<file path="src/rtl/uart_pkg.sv">
// Shared constants, FSM state type and parity helper for the configurable UART transmitter.
package uart_pkg;

    localparam int PAR_NONE = 0;
    localparam int PAR_EVEN = 1;
    localparam int PAR_ODD  = 2;

    typedef enum logic [2:0] {
        IDLE  = 3'd0,
        START = 3'd1,
        DATA  = 3'd2,
        PAR   = 3'd3,
        STOP  = 3'd4
    } tx_state_e;

    // Callers zero-extend narrower words; the extra zero bits do not change the XOR.
    function automatic logic calc_parity(input logic [8:0] bits, input logic odd);
        return (^bits) ^ odd;
    endfunction

endpackage

</file>
<file path="src/rtl/uart_tx_cfg_if.sv">
// Write-side handshake of the UART transmitter: producer drives data, transmitter returns ready.
interface uart_tx_cfg_if #(
    parameter int DATA_BITS = 8
);
    logic                 data_valid;
    logic [DATA_BITS-1:0] data;
    logic                 data_ready;

    modport master (output data_valid, output data, input data_ready);
    modport slave  (input data_valid, input data, output data_ready);
endinterface

</file>
<file path="src/rtl/uart_fifo.sv">
// Synchronous FIFO with registered occupancy count; reads are first-word-fall-through.
module uart_fifo #(
    parameter int WIDTH = 8,
    parameter int DEPTH = 4
) (
    input  logic                    clk,
    input  logic                    reset,
    input  logic                    push,
    input  logic                    pop,
    input  logic [WIDTH-1:0]        din,
    output logic [WIDTH-1:0]        dout,
    output logic [$clog2(DEPTH):0]  count,
    output logic                    full,
    output logic                    empty
);
    localparam int AW = $clog2(DEPTH);
    localparam logic [AW:0] FULL_CNT = (AW+1)'(DEPTH);

    logic [WIDTH-1:0] mem_q [DEPTH];
    logic [AW-1:0]    wr_ptr_q, wr_ptr_d;
    logic [AW-1:0]    rd_ptr_q, rd_ptr_d;
    logic [AW:0]      count_q, count_d;
    logic             do_push_s, do_pop_s;

    assign full      = (count_q == FULL_CNT);
    assign empty     = (count_q == '0);
    assign do_push_s = push & ~full;
    assign do_pop_s  = pop & ~empty;
    assign dout      = mem_q[rd_ptr_q];
    assign count     = count_q;

    // Pointer and occupancy next-state; pointers wrap naturally since DEPTH is a power of two.
    always_comb begin
        wr_ptr_d = wr_ptr_q;
        rd_ptr_d = rd_ptr_q;
        count_d  = count_q;
        if (do_push_s) begin
            wr_ptr_d = wr_ptr_q + 1'b1;
        end else begin
            wr_ptr_d = wr_ptr_q;
        end
        if (do_pop_s) begin
            rd_ptr_d = rd_ptr_q + 1'b1;
        end else begin
            rd_ptr_d = rd_ptr_q;
        end
        case ({do_push_s, do_pop_s})
            2'b10:   count_d = count_q + 1'b1;
            2'b01:   count_d = count_q - 1'b1;
            default: count_d = count_q;
        endcase
    end

    // Storage array; no reset needed because pointers define validity.
    always_ff @(posedge clk) begin
        if (do_push_s && !reset) begin
            mem_q[wr_ptr_q] <= din;
        end
    end

    // Pointer and count registers.
    always_ff @(posedge clk) begin
        if (reset) begin
            wr_ptr_q <= '0;
            rd_ptr_q <= '0;
            count_q  <= '0;
        end else begin
            wr_ptr_q <= wr_ptr_d;
            rd_ptr_q <= rd_ptr_d;
            count_q  <= count_d;
        end
    end

endmodule

</file>
<file path="src/rtl/uart_tx_cfg.sv">
// Configurable UART transmitter: FIFO-buffered words sent as start/data/parity/stop
// frames, with the baud divisor sampled once per frame.
module uart_tx_cfg
    import uart_pkg::*;
#(
    parameter int DATA_BITS  = 8,
    parameter int PARITY     = PAR_NONE,
    parameter int STOP_BITS  = 1,
    parameter int FIFO_DEPTH = 4
) (
    input  logic                         clk,
    input  logic                         reset,
    input  logic [15:0]                  baud_div,
    uart_tx_cfg_if.slave                 tx_if,
    output logic                         serial_txd,
    output logic                         busy,
    output logic [$clog2(FIFO_DEPTH):0]  fifo_count
);
    localparam int         CW         = $clog2(FIFO_DEPTH) + 1;
    localparam logic [3:0] LAST_DATA  = 4'(DATA_BITS - 1);
    localparam logic [3:0] LAST_STOP  = 4'(STOP_BITS - 1);
    localparam logic       PAR_IS_ODD = (PARITY == PAR_ODD);

    generate
        if (DATA_BITS < 5 || DATA_BITS > 9) begin : g_bad_data_bits
            $error("uart_tx_cfg: DATA_BITS must be in 5..9");
        end
        if (PARITY < PAR_NONE || PARITY > PAR_ODD) begin : g_bad_parity
            $error("uart_tx_cfg: PARITY must be 0, 1 or 2");
        end
        if (STOP_BITS < 1 || STOP_BITS > 2) begin : g_bad_stop_bits
            $error("uart_tx_cfg: STOP_BITS must be 1 or 2");
        end
        if (FIFO_DEPTH < 2 || (FIFO_DEPTH & (FIFO_DEPTH - 1)) != 0) begin : g_bad_depth
            $error("uart_tx_cfg: FIFO_DEPTH must be a power of two, at least 2");
        end
    endgenerate

    tx_state_e            state_q, state_d;
    logic [15:0]          baud_cnt_q, baud_cnt_d;
    logic [15:0]          div_q, div_d;
    logic [3:0]           bit_cnt_q, bit_cnt_d;
    logic [DATA_BITS-1:0] data_q, data_d;
    logic                 par_q, par_d;
    logic                 txd_q, busy_q;

    logic                 txd_s;
    logic                 fifo_push_s, fifo_pop_s;
    logic                 fifo_full_s, fifo_empty_s;
    logic [DATA_BITS-1:0] fifo_dout_s;
    logic [CW-1:0]        fifo_count_s;
    logic [15:0]          div_eff_s;
    logic                 bit_end_s;

    assign tx_if.data_ready = ~fifo_full_s;
    assign fifo_push_s      = tx_if.data_valid & ~fifo_full_s;
    assign div_eff_s        = (baud_div == 16'd0) ? 16'd1 : baud_div;
    assign bit_end_s        = (baud_cnt_q == (div_q - 16'd1));

    uart_fifo #(
        .WIDTH (DATA_BITS),
        .DEPTH (FIFO_DEPTH)
    ) u_fifo (
        .clk   (clk),
        .reset (reset),
        .push  (fifo_push_s),
        .pop   (fifo_pop_s),
        .din   (tx_if.data),
        .dout  (fifo_dout_s),
        .count (fifo_count_s),
        .full  (fifo_full_s),
        .empty (fifo_empty_s)
    );

    // Frame sequencer: next state, counters and the line level for the current state.
    always_comb begin
        state_d    = state_q;
        baud_cnt_d = baud_cnt_q + 16'd1;
        bit_cnt_d  = bit_cnt_q;
        div_d      = div_q;
        data_d     = data_q;
        par_d      = par_q;
        fifo_pop_s = 1'b0;
        txd_s      = 1'b1;
        case (state_q)
            IDLE: begin
                txd_s      = 1'b1;
                baud_cnt_d = 16'd0;
                if (!fifo_empty_s) begin
                    fifo_pop_s = 1'b1;
                    data_d     = fifo_dout_s;
                    par_d      = calc_parity(9'(fifo_dout_s), PAR_IS_ODD);
                    div_d      = div_eff_s;
                    bit_cnt_d  = 4'd0;
                    state_d    = START;
                end else begin
                    state_d    = IDLE;
                end
            end
            START: begin
                txd_s = 1'b0;
                if (bit_end_s) begin
                    baud_cnt_d = 16'd0;
                    bit_cnt_d  = 4'd0;
                    state_d    = DATA;
                end else begin
                    state_d    = START;
                end
            end
            DATA: begin
                txd_s = data_q[0];
                if (bit_end_s) begin
                    baud_cnt_d = 16'd0;
                    data_d     = {1'b0, data_q[DATA_BITS-1:1]};
                    if (bit_cnt_q == LAST_DATA) begin
                        bit_cnt_d = 4'd0;
                        state_d   = (PARITY != PAR_NONE) ? PAR : STOP;
                    end else begin
                        bit_cnt_d = bit_cnt_q + 4'd1;
                    end
                end else begin
                    state_d    = DATA;
                end
            end
            PAR: begin
                txd_s = par_q;
                if (bit_end_s) begin
                    baud_cnt_d = 16'd0;
                    bit_cnt_d  = 4'd0;
                    state_d    = STOP;
                end else begin
                    state_d    = PAR;
                end
            end
            STOP: begin
                txd_s = 1'b1;
                if (bit_end_s) begin
                    baud_cnt_d = 16'd0;
                    if (bit_cnt_q != LAST_STOP) begin
                        bit_cnt_d = bit_cnt_q + 4'd1;
                    end else if (!fifo_empty_s) begin
                        // Back-to-back: next frame starts with no idle bit-time.
                        fifo_pop_s = 1'b1;
                        data_d     = fifo_dout_s;
                        par_d      = calc_parity(9'(fifo_dout_s), PAR_IS_ODD);
                        div_d      = div_eff_s;
                        bit_cnt_d  = 4'd0;
                        state_d    = START;
                    end else begin
                        bit_cnt_d  = 4'd0;
                        state_d    = IDLE;
                    end
                end else begin
                    state_d    = STOP;
                end
            end
            default: begin
                baud_cnt_d = 16'd0;
                bit_cnt_d  = 4'd0;
                state_d    = IDLE;
            end
        endcase
    end

    // State and output registers; line and busy trail the state by one cycle.
    always_ff @(posedge clk) begin
        if (reset) begin
            state_q    <= IDLE;
            baud_cnt_q <= 16'd0;
            bit_cnt_q  <= 4'd0;
            div_q      <= 16'd1;
            data_q     <= '0;
            par_q      <= 1'b0;
            txd_q      <= 1'b1;
            busy_q     <= 1'b0;
        end else begin
            state_q    <= state_d;
            baud_cnt_q <= baud_cnt_d;
            bit_cnt_q  <= bit_cnt_d;
            div_q      <= div_d;
            data_q     <= data_d;
            par_q      <= par_d;
            txd_q      <= txd_s;
            busy_q     <= (state_q != IDLE);
        end
    end

    assign serial_txd = txd_q;
    assign busy       = busy_q;
    assign fifo_count = fifo_count_s;

endmodule

</file>
<file path="src/flat_wrapper.sv">
// flat-port wrapper written by rule: the top's interface ports become plain ports
module uart_tx_cfg_flat import uart_pkg::*;
#(
    parameter int DATA_BITS  = 8,
    parameter int PARITY     = PAR_NONE,
    parameter int STOP_BITS  = 1,
    parameter int FIFO_DEPTH = 4
)
  (clk, reset, baud_div, serial_txd, busy, fifo_count, tx_if_data_valid, tx_if_data, tx_if_data_ready);
  uart_tx_cfg_if #(.DATA_BITS(DATA_BITS)) tx_if_i ();
  input  logic clk;
  input  logic reset;
  input  logic [15:0] baud_div;
  output logic serial_txd;
  output logic busy;
  output logic [$clog2(FIFO_DEPTH):0] fifo_count;
  input wire logic [$bits(tx_if_i.data_valid)-1:0] tx_if_data_valid;
  input wire logic [$bits(tx_if_i.data)-1:0] tx_if_data;
  output wire logic [$bits(tx_if_i.data_ready)-1:0] tx_if_data_ready;
  assign tx_if_i.data_valid = tx_if_data_valid;
  assign tx_if_i.data = tx_if_data;
  assign tx_if_data_ready = tx_if_i.data_ready;
  uart_tx_cfg #(.DATA_BITS(DATA_BITS), .PARITY(PARITY), .STOP_BITS(STOP_BITS), .FIFO_DEPTH(FIFO_DEPTH)) u_core (.clk(clk), .reset(reset), .baud_div(baud_div), .tx_if(tx_if_i), .serial_txd(serial_txd), .busy(busy), .fifo_count(fifo_count));
endmodule
</file>
<file path="config.mk">
export PLATFORM = sky130hd
export DESIGN_NAME = uart_tx_cfg_flat
export DESIGN_NICKNAME = d
export VERILOG_FILES = /design/src/rtl/uart_pkg.sv /design/src/rtl/uart_tx_cfg_if.sv /design/src/rtl/uart_fifo.sv /design/src/rtl/uart_tx_cfg.sv /design/src/flat_wrapper.sv
export SDC_FILE = /design/constraint.sdc
export NUM_CORES = 1
export LEC_CHECK = 0
export CAP_MARGIN = 30
export CORE_MARGIN = 4
export CORE_UTILIZATION = 30
export DETAILED_ROUTE_END_ITERATION = 10
export PLACE_DENSITY_LB_ADDON = 0.1
export SYNTH_ARGS = -nofsm -noshare
export SYNTH_HDL_FRONTEND = slang
export SYNTH_SLANG_ARGS = --single-unit
</file>
<file path="constraint.sdc">
create_clock -name clk -period 7.5 [get_ports clk]
set_input_delay 1.875 -clock clk [delete_from_list [all_inputs] [get_ports clk]]
set_output_delay 1.875 -clock clk [all_outputs]
set_load 0.01 [all_outputs]
</file>
* Word level (Yosys, flattened, before mapping)
Memories as Yosys holds them, arrays and structs flattened. A register that Yosys moved wholly into a read port is not among the register bits. Cells that the tools add are included.
Word-level totals: flip-flop bits (word level) 57, RAM bits 32, output and inout bits 6, memories 1
Memory list:
- u_core.u_fifo.mem_q | words 4, bits a word 8, read ports 1, clocked after Yosys merged registers in 1, write ports 1, RTL line uart_fifo.sv:19 | logic [WIDTH-1:0] mem_q [DEPTH];
Operators by class: $add $sub $neg 7, equal/unequal tests 16, mux-type cells 39, bitwise logic cells 6, reduce and logical (&&, ||, !) cells 18
Operators with widths (count):
- 2-to-1 mux 16 bit | 4
- 2-to-1 mux 8 bit | 4
- one-hot mux 16 bit (2 select lines) | 1
- 2-to-1 mux 4 bit | 6
- one-hot mux 8 bit (3 select lines) | 1
- adder 16 x 1 -> 16 bit, second input constant | 1
- equality test 16 bit | 1
- logical NOT 16 bit | 1
- one-hot mux 4 bit (4 select lines) | 1
- subtractor 16 x 1 -> 16 bit, second input constant | 1
- 2-to-1 mux 3 bit | 5
- one-hot mux 3 bit (5 select lines) | 1
- 2-to-1 mux 1 bit | 9
- XOR reduction 9 bit | 1
- AND reduction 4 bit | 2
- equality test 3 x 2 -> 1 bit, second input constant | 2
- equality test 3 bit, second input constant | 2
- logical NOT 3 bit | 2
- 2-to-1 mux 2 bit | 3
- != test 2 x 1 -> 1 bit, second input constant | 3
- != test 3 bit, second input constant | 2
- one-hot mux 3 bit (2 select lines) | 1
- nonzero test 3 bit | 2
- adder 2 x 1 -> 2 bit, second input constant | 2
- 21 further kinds | 28

* Longest topological paths before layout
Gate-level depths: netlist of the first run.
depth in word-level cells 8, gate-level depth with buffers 18, mapped depth without buffers 15

* Hierarchy
From an unflattened synthesis of the first run, not the netlist that was laid out.
Second synthesis, totals: cells, all modules 453, area, all modules 4621.9 µm²
By module, submodules not included:
- uart_tx_cfg | instances 1, cells an instance 357, area each 2985.4 µm², sequential area each 1001.0 µm²
- uart_fifo | instances 1, cells an instance 96, area each 1636.6 µm², sequential area each 1141.1 µm²

* Worst setup path after synthesis of the first run
No wires, ideal clock.
path kind register to register, start point register u_core.div_q[0], end point register u_core.u_fifo.count_q[2], in the netlist u_core.u_fifo.count[2], setup time 0.071 ns, arrival 3.659 ns, setup slack 3.771 ns, stages on the path, launching flop included 19, buffers on the path 3, clock period less this slack 3.729 ns, path through dfxtp_1 inv_1 ha_1 or4b_1 buf_2 nor3_2 mux2i_1 or3_1 nor4b_1 a21oi_2 buf_4 buf_4 inv_1 ha_1 inv_1 fa_1 xor2_1 or3_1 a21oi_1
On the way: longest elaborated chain between the ends 7, elaborated cells between the ends (all ways) 9, classes of those cells 1 x add/sub; 3 x eq/ne; 3 x mux; 1 x bitwise; 1 x reduce/logical
RTL lines:
- start: declaration | RTL line uart_tx_cfg.sv:41 | logic [15:0] div_q, div_d;
- start signal: assignment | RTL line uart_tx_cfg.sv:180 | div_q <= div_d;
- subtractor 16 x 1 -> 16 bit (*) | RTL line uart_tx_cfg.sv:58 | assign bit_end_s = (baud_cnt_q == (div_q - 16'd1));
- equality test 16 bit (*) | RTL line uart_tx_cfg.sv:58
- 2-to-1 mux 1 bit (*) | RTL line uart_tx_cfg.sv:137 | if (bit_end_s) begin
- one-hot mux 1 bit (2 select lines) (*) | RTL line uart_tx_cfg.sv:85 | case (state_q)
- AND 1 bit (*) | RTL line uart_fifo.sv:28 | assign do_pop_s = pop & ~empty;
- named net u_core.u_fifo.do_pop_s | RTL line uart_fifo.sv:23 | logic do_push_s, do_pop_s;
- equality test 2 x 1 -> 1 bit / equality test 2 bit (equally long branches) | RTL line uart_fifo.sv:47 | case ({do_push_s, do_pop_s})
- one-hot mux 3 bit (2 select lines) / nonzero test 2 bit (equally long branches)
- end signal: assignment | RTL line uart_fifo.sv:70 | count_q <= count_d;
- end: declaration | RTL line uart_fifo.sv:22 | logic [AW:0] count_q, count_d;
The timed path passes the listed nets; every way through them passes the cells marked *. A chain may end at the register's enable or synchronous reset.

* Worst setup path after layout of the first run
Same ends and word-level chain as after synthesis.

==> run metrics, run 1 <==
Buffers on Ports=32; WL final=10,370 um; post-synthesis register bit count=91; Least-Margin Pin Slew=between 0.6 and 0.7 ns; H-tree Lvls=3; number of synthesis warnings=0; Post-synth EDFFs=32; hpwl dp=about 7700 um; Synth Flop Type=dfxtp_1; CTS Hold Buffers Added=0; CP Launch Type=register; Pint=1.176 mW; total number of vias=approximately 3,200; Setup crit end kind=register; status=complete, no violations; Pwr Density=roughly 360 nW/um2; Setup TNS Final=0 ns; Comb power frac=0.401; 1st-iter DRT viols=roughly 150; CTS root buf=clkbuf_16; RSZ-0062 raised after global routing=no; clock skew=around 0.012 ns; CTS max path bufs=2; placer's final routability congestion estimate=a little under 0.8; clock power share=0.234; routed len/inst=roughly 16 um; Critical Path AT=4.23 ns; Mapped Cells=approximately 440; crit path max-delay cell type=or4b_1; core area=about 15,000 um2; DRT Pass-1 Iters=4; Initial Utilization=0.3086; Seq/Total Area, Yosys=0.4740; # rows=44; Reg-to-Reg Start=u_core.div_q[0]; max cap viols=0; area grow syn2layout=17.22%; Worst path max stage delay=0.64 ns; post-cts repair resize count=0; Tmin final=approximately 3.9 ns; die width=~130 um; Leak=around 1.9 nW; CTS Sinks=slightly above 90; Max IR drop VDD=approximately 150 uV; Fin. Hold Viols=0; sequential share of power=0.364; R2R depth=15; commonest non-fill, non-tap cell in the layout=nor2_1; Final nets=just over 500; fraction of registers with async set/reset=0; worst hold slack=~0.47 ns; GR Overflow Total=0; post-synthesis net count=around 480; antenna cells=0; mapped cell area=around 4500 um2; most frequent cells in the layout=67 x nor2_1, 59 x dfxtp_1, 32 x clkdlybuf4s50_1, 32 x edfxtp_1, 25 x mux2i_1; Die Span Y=130.7 um; Util after Layout=0.3618; TritonCTS clock tree=built; critical path fanouts, max=8; hold crit path type=reg -> reg; syn_area_per_cell=just over 10 um2; reg2reg setup slack=around 3.6 ns; CP Depth=15; Net Sw Power=between 0.7 and 0.8 mW; setup bufs post-CTS=0; final count of pins violating max slew=0; worst setup path startpoint=u_core.div_q[0]; Skew-Pair Late Insertion Delay=0.35 ns; fmax=~0.25 GHz; Final setup viols=0; CTS Buf Count=9; crit share post-route=0.5256; first-pass GRT wire length=~17,000 um; # DRC=0; switching fraction of total power=0.3865; Worst EP required=around 7.8 ns; largest net degree at the start of global routing=43; GRT Overall Usage=0.1326; worst r2r dst=u_core.u_fifo.count[2]; Relative slew margins=0.5754; cell chain of the critical path=inv_1 > ha_1 > or4b_1 > nor3_2 > mux2i_1 > or3_1 > nor4b_1 > a21oi_4 > inv_1 > ha_1 > inv_1 > fa_1 > xor2_1 > or3_1 > a21oi_1; Worst setup endpoint=u_core.u_fifo.count[2]; Boundary Pins=33; Post-DRT Antenna Nets=0; WS Path Type=reg -> reg; vias in the first global route=~3,300; Buf/Inv on CP=3; clock-pin slew on the worst setup and hold paths=approximately 0.070 ns; die area=roughly 17,000 um2; crit-path most repeated cell=inv_1; share of cells above drive strength 1=0.07611; library cells used by synthesis=just over 60; DR vias/cell=a little under 5; Crit path max-delay family=simple AND/OR/NAND/NOR gates; initial antenna violation count=0
[worst min-delay path by stage]
stage,slack [ns],to,from,cells past startpoint
finish,0.47,u_core.data_q[2],u_core.data_q[2],2
global route,0.51,u_core.data_q[6],u_core.data_q[6],2
CTS,0.47,u_core.data_q[2],u_core.data_q[2],2
detailed placement,0.46,u_core.data_q[6],u_core.data_q[6],2
global placement,0.45,u_core.data_q[1],u_core.data_q[1],2
floorplan,0.44,u_core.data_q[2],u_core.data_q[2],2
[stage by stage]
step | total power [mW] | setup slack [ns] | instance area (um2) | std cells
2_1_floorplan | 1.296 | 3.771 | 4519 | 441
3_3_place_gp | 1.478 | 3.699 | 5006 | 641
3_5_place_dp | 1.486 | 3.532 | 5006 | 641
4_1_cts | 1.951 | 3.519 | 5298 | 657
5_1_grt | 2.066 | 3.283 | 5298 | 657
6_report | 1.916 | 3.558 | 5298 | 657
[flip-flops by register name, indices dropped and copies added, names as in the netlist, 2 cells and up, named ones only]
| signal | flops |
|---|---|
| u_core.u_fifo.mem_q | 32 |
| u_core.baud_cnt_q | 16 |
| u_core.div_q | 16 |
| u_core.data_q | 8 |
| u_core.bit_cnt_q | 4 |
| u_core.state_q | 3 |
| u_core.u_fifo.count | 3 |
| u_core.u_fifo.rd_ptr_q | 2 |
| u_core.u_fifo.wr_ptr_q | 2 |
[power groups by stage]
stage | sequential, mW | clock, mW | combinational (mW)
global placement | 0.711 | 0 | 0.768
detailed placement | 0.711 | 0 | 0.774
floorplan | 0.667 | 0 | 0.630
finish | 0.698 | 0.449 | 0.769
global route | 0.715 | 0.490 | 0.861
CTS | 0.700 | 0.469 | 0.781
[layer usage]
layer,part of all wire,GRT usage,up-vias
met4,0.016,0.04900,0
li1,-,-,1632
met1,0.50,0.1768,1530
met3,0.031,0.03333,13
met2,0.45,0.2086,44
met5,0,0,-
[cell type report]
| type | instances | area (um2) |
|---|---|---|
| Clock buffer | 9 | 225.2 |
| Clock inverter | 7 | 66.31 |
| Fill cell | 1485 | 9346 |
| Inverter | 19 | 71.32 |
| Multi-Input combinational cell | 312 | 2220 |
| Sequential cell | 91 | 2142 |
| Tap cell | 184 | 230.2 |
| Timing Repair Buffer | 35 | 342.8 |
[worst register-to-register path: cells and delay by family, from the launching register on]
kind	cells	cell delay [ns]
AO/OA/AOI/OAI	2	0.27
XOR/XNOR	1	0.16
adder cells (fa/ha/maj)	3	0.77
buffers and inverters	3	0.22
flip-flops	1	0.36
multiplexers	1	0.20
AND/OR/NAND/NOR	5	1.91
[cells in the mapped netlist (all sizes together), types with 2 or more instances]
library cell | n | share of area
o21ai | 7 | 0.0078
a21o | 6 | 0.010
and3 | 7 | 0.011
or3 | 7 | 0.0097
or2 | 2 | 0.0028
buf | 9 | 0.012
o31ai | 4 | 0.0066
nor3 | 12 | 0.014
clkbuf | 10 | 0.0083
nor4 | 9 | 0.016
nor2 | 68 | 0.057
or4 | 2 | 0.0033
a211oi | 2 | 0.0033
mux2i | 25 | 0.055
a311oi | 2 | 0.0078
ha | 9 | 0.025
nand2 | 15 | 0.012
xor2 | 22 | 0.043
or3b | 2 | 0.0039
and2 | 5 | 0.0069
dfxtp | 59 | 0.26
a211o | 3 | 0.0058
nand3 | 23 | 0.025
inv | 19 | 0.016
xnor2 | 20 | 0.039
a21boi | 3 | 0.0050
a221oi | 2 | 0.0039
edfxtp | 32 | 0.21
a41oi | 3 | 0.0058
o311a | 2 | 0.0044
a31oi | 3 | 0.0042
nand2b | 4 | 0.0055
a21oi | 18 | 0.021
nand4 | 2 | 0.0028
mux4 | 8 | 0.040
[logic make-up (layout without fill, tap and decap cells)]
kind of cell	Yosys count	in the layout	synth area share
AOI/OAI and AO/OA	63	63	0.1008
and+or+nand+nor	164	164	0.1827
DFF	91	91	0.4740
xor gates and xnor gates	42	42	0.08139
adders and majority gates	10	10	0.02935
muxes	33	33	0.09524
buffers and inverters	38	70	0.03655
(Power assumes the default switching activity.)
==> inputs of run 2 (changes only) <==
==> constraint.sdc (replaced) <==
create_clock -name clk -period 3.7 [get_ports clk]
set_input_delay 0.925 -clock clk [delete_from_list [all_inputs] [get_ports clk]]
set_output_delay 0.925 -clock clk [all_outputs]
set_load 0.01 [all_outputs]
==> run 2 against run 1 <==
Against the previous run:
- fmax is 11% higher
- sequential share of layout area is 1.0 points lower
- flip-flop and latch count stayed put
- critical path depth stayed put
- clock power is 100% higher
- combinational power is 120% higher
- core utilization is 1.0 points higher
- worst setup slack worse by 3.4 ns
- wire length is 2.4% lower
- die area stayed put
==> run metrics, run 2 (synthesized netlist as in run 1, its figures left out) <==
Top reg by flops=u_core.u_fifo.mem_q (unchanged); cell chain of the critical path=inv_1 > ha_1 > or4b_4 > nor2_4 > xnor2_2 > a2111o_1 > nor4_4 > a21oi_4 > inv_1 > ha_2 > inv_1 > fa_2 > xor2_1 > or3_1 > a21oi_2 (was inv_1 > ha_1 > or4b_1 > nor3_2 > mux2i_1 > or3_1 > nor4b_1 > a21oi_4 > inv_1 > ha_1 > inv_1 > fa_1 > xor2_1 > or3_1 > a21oi_1); core area=14,640 um2 (unchanged); DR vias/cell=4.901 (was 4.900); Initial Utilization=0.3086 (unchanged); GRT Overall Usage=0.1285 (was 0.1326); TritonCTS clock tree=built (unchanged); Worst EP required=3.98 ns (was 7.78 ns); fmax=0.2828 GHz (was 0.2537 GHz); max cap viols=0 (unchanged); Setup crit end kind=register (unchanged); die width=130.7 um (unchanged); clock skew=0.01047 ns (was 0.01165 ns); Buf/Inv on CP=3 (unchanged); area grow syn2layout=20.54% (was 17.22%); WL final=10,120 um (was 10,370 um); Die Span Y=130.7 um (unchanged); Worst path max stage delay=0.54 ns (was 0.64 ns); Leak=1.984 nW (was 1.917 nW); Tmin final=3.536 ns (was 3.942 ns); commonest non-fill, non-tap cell in the layout=nor2_1 (unchanged); Critical Path AT=3.82 ns (was 4.23 ns); share of cells above drive strength 1=0.1157 (was 0.07611); 1st-iter DRT viols=105 (was 152); CTS Hold Buffers Added=0 (unchanged); largest registers=u_core.u_fifo.mem_q x32, u_core.baud_cnt_q x16, u_core.div_q x16 (unchanged); max FFs per register=32 (unchanged); crit path max-delay cell type=or4b_4 (was or4b_1); hpwl dp=7382 um (was 7661 um); Final setup viols=0 (unchanged); placer's final routability congestion estimate=0.8012 (was 0.7732); vias in the first global route=3,343 (was 3,292); hold crit path type=reg -> reg (unchanged); Relative slew margins=0.6107 (was 0.5754); reg2reg setup slack=0.16 ns (was 3.56 ns); # DRC=0 (unchanged); clock-pin slew on the worst setup and hold paths=0.07 ns (about the same); Pwr Density=738.1 nW/um2 (was 361.7 nW/um2); routed len/inst=15.16 um (was 15.79 um); crit-path most repeated cell=inv_1 (unchanged); GR Overflow Total=0 (unchanged); Boundary Pins=33 (unchanged); largest net degree at the start of global routing=38 (was 43); Max IR drop VDD=330.1 uV (was 151.7 uV); die area=17,090 um2 (unchanged); # rows=44 (unchanged); first-pass GRT wire length=16,860 um (was 17,310 um); CTS max path bufs=2 (unchanged); total number of vias=3,274 (was 3,219); CTS root buf=clkbuf_16 (unchanged); worst hold slack=0.4698 ns (was 0.4667 ns); CTS Buf Count=9 (unchanged); most frequent cells in the layout=67 x nor2_1, 58 x dfxtp_1, 32 x clkdlybuf4s50_1, 32 x edfxtp_1, 25 x mux2i_1 (was 67 x nor2_1, 59 x dfxtp_1, 32 x clkdlybuf4s50_1, 32 x edfxtp_1, 25 x mux2i_1); post-route insts no fill=668 (was 657); crit share post-route=0.9557 (was 0.5256); Buffers on Ports=32 (unchanged); Least-Margin Pin Slew=0.5831 ns (was 0.6351 ns); status=complete, no violations (unchanged); critical path fanouts, max=6 (was 8); initial antenna violation count=0 (unchanged); Post-DRT Antenna Nets=0 (unchanged); CTS Sinks=91 (unchanged); H-tree Lvls=3 (unchanged); Fin. Hold Viols=0 (unchanged); antenna cells=0 (unchanged); placed cells=648 (was 641); CP Launch Type=register (unchanged); final count of pins violating max slew=0 (unchanged); DRT Pass-1 Iters=4 (unchanged); WS Path Type=reg -> reg (unchanged); Final nets=516 (was 505); Skew-Pair Late Insertion Delay=0.36 ns (was 0.35 ns); Crit path max-delay family=simple AND/OR/NAND/NOR gates (unchanged)
## run 2: area by class of cell
class | instances | area (um2)
multi-input combinational | 312 | 2277
fill | 1467 | 9196
inverter | 19 | 71.32
timing repair buffer | 46 | 425.4
clock buffer | 9 | 225.2
clock inverter | 7 | 72.57
sequential | 91 | 2146
tap | 184 | 230.2
## run 2: stage by stage
stage | setup TNS [ns] | cell area [um2] | utilization | power [mW] | worst slack, ns
floorplan | 0 | 4526 | - | 2.634 | 0.03639
global route | -0.005942 | 5448 | 0.3720 | 4.329 | -0.005942
finish | 0 | 5448 | 0.3720 | 4.021 | 0.1641
global placement | 0 | 5065 | 0.3459 | 3.031 | 0.1797
detailed placement | 0 | 5065 | 0.3459 | 3.033 | 0.05870
CTS | 0 | 5363 | 0.3662 | 3.976 | 0.03844
## run 2: worst register-to-register path: stages, from the launching register on
cell and delay, ns:
dfxtp_4 0.36, inv_1 0.05, ha_1 0.15, or4b_4 0.54, nor2_4 0.15, xnor2_2 0.09
a2111o_1 0.41, nor4_4 0.39, a21oi_4 0.11, inv_1 0.07, ha_2 0.18, inv_1 0.05
fa_2 0.33, xor2_1 0.15, or3_1 0.32, a21oi_2 0.14
## run 2: repair_timing
item / CTS / global route
resized for setup: 0 / 12
endpoints found under the hold margin: 0 / 0
setup endpoints to repair: 0 / 1
setup buffers: 0 / 4
## run 2: power by group
| group | switching, mW | internal [mW] |
|---|---|---|
| clock network | 0.436 | 0.480 |
| registers | 0.190 | 1.21 |
| logic | 0.904 | 0.795 |
| total | 1.53 | 2.49 |
## run 2: path summary, 6_finish.rpt
| kind | from | depth (start not counted) | endpoint |
|---|---|---|---|
| setup / recovery | u_core.div_q[1] | 15 | u_core.u_fifo.count[2] |
| hold / removal | u_core.data_q[5] | 2 | u_core.data_q[5] |
| hold reg to reg | u_core.data_q[5] | 2 | u_core.data_q[5] |
| setup reg to reg | u_core.div_q[1] | 15 | u_core.u_fifo.count[2] |
## run 2: metal layers
layer  global-route usage  part of all wire
met5                    0                 0
met4              0.05324             0.019
met3              0.03780             0.032
met2               0.2017              0.46
met1               0.1659              0.49
==> inputs of run 3 (changes only) <==
--- a/config.mk
+++ b/config.mk
@@ -8,8 +8,10 @@
 export CAP_MARGIN = 30
 export CORE_MARGIN = 4
 export CORE_UTILIZATION = 30
+export CTS_CLUSTER_DIAMETER = 200
 export DETAILED_ROUTE_END_ITERATION = 10
 export PLACE_DENSITY_LB_ADDON = 0.1
+export SLEW_MARGIN = 40
 export SYNTH_ARGS = -nofsm -noshare
 export SYNTH_HDL_FRONTEND = slang
 export SYNTH_SLANG_ARGS = --single-unit
==> constraint.sdc (replaced) <==
create_clock -name clk -period 4.2 [get_ports clk]
set_input_delay 1.05 -clock clk [delete_from_list [all_inputs] [get_ports clk]]
set_output_delay 1.05 -clock clk [all_outputs]
set_load 0.01 [all_outputs]
==> run 3 against run 2 <==
Against the previous run:
- sequential share of layout area grew 0.86 points
- die area is the same
- combinational power shrank 21%
- sequential power shrank 11%
- first-iteration DRC count grew 42%
- wire length grew 2.1%
- design area shrank 2.3%
- clock power shrank 11%
- critical endpoint unchanged
==> run metrics, run 3 (synthesized netlist as in run 1, its figures left out) <==
status=complete, no violations (unchanged); H-tree Lvls=3 (unchanged); WS Path Type=reg -> reg (unchanged); GRT Overall Usage=0.1302 (was 0.1285); CTS Hold Buffers Added=0 (unchanged); Pwr Density=643.1 nW/um2 (was 738.1 nW/um2); Top reg by flops=u_core.u_fifo.mem_q (unchanged); largest net degree at the start of global routing=38 (unchanged); GR Overflow Total=0 (unchanged); Post-DRT Antenna Nets=0 (unchanged); # DRC=0 (unchanged); Skew-Pair Late Insertion Delay=0.35 ns (was 0.36 ns); Critical Path AT=4.11 ns (was 3.82 ns); max cap viols=0 (unchanged); die width=130.7 um (unchanged); area grow syn2layout=17.75% (was 20.54%); clock-pin slew on the worst setup and hold paths=0.07 ns (about the same); CTS root buf=clkbuf_16 (unchanged); Leak=1.931 nW (was 1.984 nW); DR vias/cell=4.979 (was 4.901); hold wc startpoint=u_core.data_q[3] (was u_core.data_q[5]); Worst setup endpoint=u_core.u_fifo.count[2] (unchanged); antenna cells=0 (unchanged); most frequent cells in the layout=67 x nor2_1, 59 x dfxtp_1, 32 x clkdlybuf4s50_1, 32 x edfxtp_1, 25 x mux2i_1 (was 67 x nor2_1, 58 x dfxtp_1, 32 x clkdlybuf4s50_1, 32 x edfxtp_1, 25 x mux2i_1); Final nets=507 (was 516); Relative slew margins=0.5721 (was 0.6107); total number of vias=3,281 (was 3,274); Max IR drop VDD=271.0 uV (was 330.1 uV); CTS Sinks=91 (unchanged); Tmin final=3.828 ns (was 3.536 ns); fmax=0.2612 GHz (was 0.2828 GHz); setup bufs post-CTS=0 (unchanged); critical path fanouts, max=8 (was 6); largest registers=u_core.u_fifo.mem_q x32, u_core.baud_cnt_q x16, u_core.div_q x16 (unchanged); WL final=10,340 um (was 10,120 um); core area=14,640 um2 (unchanged); CTS max path bufs=2 (unchanged); R2R depth=15 (unchanged); routed len/inst=15.69 um (was 15.16 um); post-cts repair resize count=0 (unchanged); RSZ-0062 raised after global routing=no; fillers=1,479 (was 1,467); die area=17,090 um2 (unchanged); commonest non-fill, non-tap cell in the layout=nor2_1 (unchanged); 1st-iter DRT viols=149 (was 105); Tot Pwr=3.422 mW (was 4.021 mW); hold crit path type=reg -> reg (unchanged); share of cells above drive strength 1=0.08211 (was 0.1157); vias in the first global route=3,271 (was 3,343); crit share post-route=0.9115 (was 0.9557); DRT Pass-1 Iters=4 (unchanged); initial antenna violation count=0 (unchanged); Final setup viols=0 (unchanged); Buffers on Ports=32 (unchanged); Least-Margin Pin Slew=0.6369 ns (was 0.5831 ns); Setup crit end kind=register (unchanged); max FFs per register=32 (unchanged); TritonCTS clock tree=built (unchanged); Util after Layout=0.3634 (was 0.3720); final count of pins violating max slew=0 (unchanged); Setup TNS Final=0 ns (unchanged); reg2reg setup slack=0.37 ns (was 0.16 ns); Boundary Pins=33 (unchanged); hpwl dp=7591 um (was 7382 um); first-pass GRT wire length=17,060 um (was 16,860 um); Initial Utilization=0.3086 (unchanged); # rows=44 (unchanged); worst setup path startpoint=u_core.div_q[0] (was u_core.div_q[1]); clock skew=0.01006 ns (was 0.01047 ns); worst r2r dst=u_core.u_fifo.count[2] (unchanged); Fin. Hold Viols=0 (unchanged); Die Span Y=130.7 um (unchanged); CTS Buf Count=9 (unchanged); Worst EP required=4.48 ns (was 3.98 ns); CP Launch Type=register (unchanged); Reg-to-Reg Start=u_core.div_q[0] (was u_core.div_q[1]); placer's final routability congestion estimate=0.8168 (was 0.8012)
[run 3: through the flow]
stage,hold slack [ns],std cells,area (um2),setup WS [ns]
2_1_floorplan,0.4432,441,4519,0.4708
4_1_cts,0.4749,659,5315,0.2284
5_1_grt,0.4822,659,5321,0.1152
3_3_place_gp,0.4531,643,5021,0.4198
6_report,0.4681,659,5321,0.3715
3_5_place_dp,0.4620,643,5021,0.2556
[run 3: per-layer routing]
layer,part of all wire,vias up,global-route usage,wire [um]
li1,-,1639,-,-
met1,0.50,1578,0.1775,5150
met2,0.46,47,0.2002,4731
met3,0.028,17,0.03171,287
met4,0.016,0,0.04961,170
met5,0,-,0,0
[run 3: area by class of cell]
cell class / count / area [um2] / area share
clock buffer: 9 / 225.2 / 0.04232
clock inverter: 7 / 68.82 / 0.01293
inverter: 19 / 71.32 / 0.01340
multi-input combinational: 312 / 2226 / 0.4183
sequential: 91 / 2142 / 0.4025
tap: 184 / 230.2 / 0.04326
timing repair buffer: 37 / 357.8 / 0.06725
[run 3: critical path: stages (launching register included)]
cell and delay, ns:
dfxtp_1 0.37, inv_1 0.08, ha_1 0.24, or4b_1 0.64
nor3_2 0.30, mux2i_1 0.23, or3_1 0.19, nor4b_2 0.32
a21oi_4 0.10, inv_1 0.08, ha_1 0.18, inv_1 0.06
fa_1 0.38, xor2_1 0.16, or3_1 0.30, a21oi_1 0.14
[run 3: worst min-delay path by stage]
stage,endpoint,slack [ns],cells past startpoint
final,u_core.data_q[3],0.47,2
after detailed placement,u_core.data_q[5],0.46,2
after global routing,u_core.data_q[6],0.48,2
after global placement,u_core.data_q[2],0.45,2
after floorplan,u_core.data_q[2],0.44,2
after CTS,u_core.data_q[5],0.47,2
[run 3: where the power goes]
part           switching, mW  leakage, nW  internal (mW)
combinational          0.734         1.01          0.617
clock                  0.395        0.147          0.422
sequential             0.187        0.772           1.07
total                   1.32         1.93           2.11
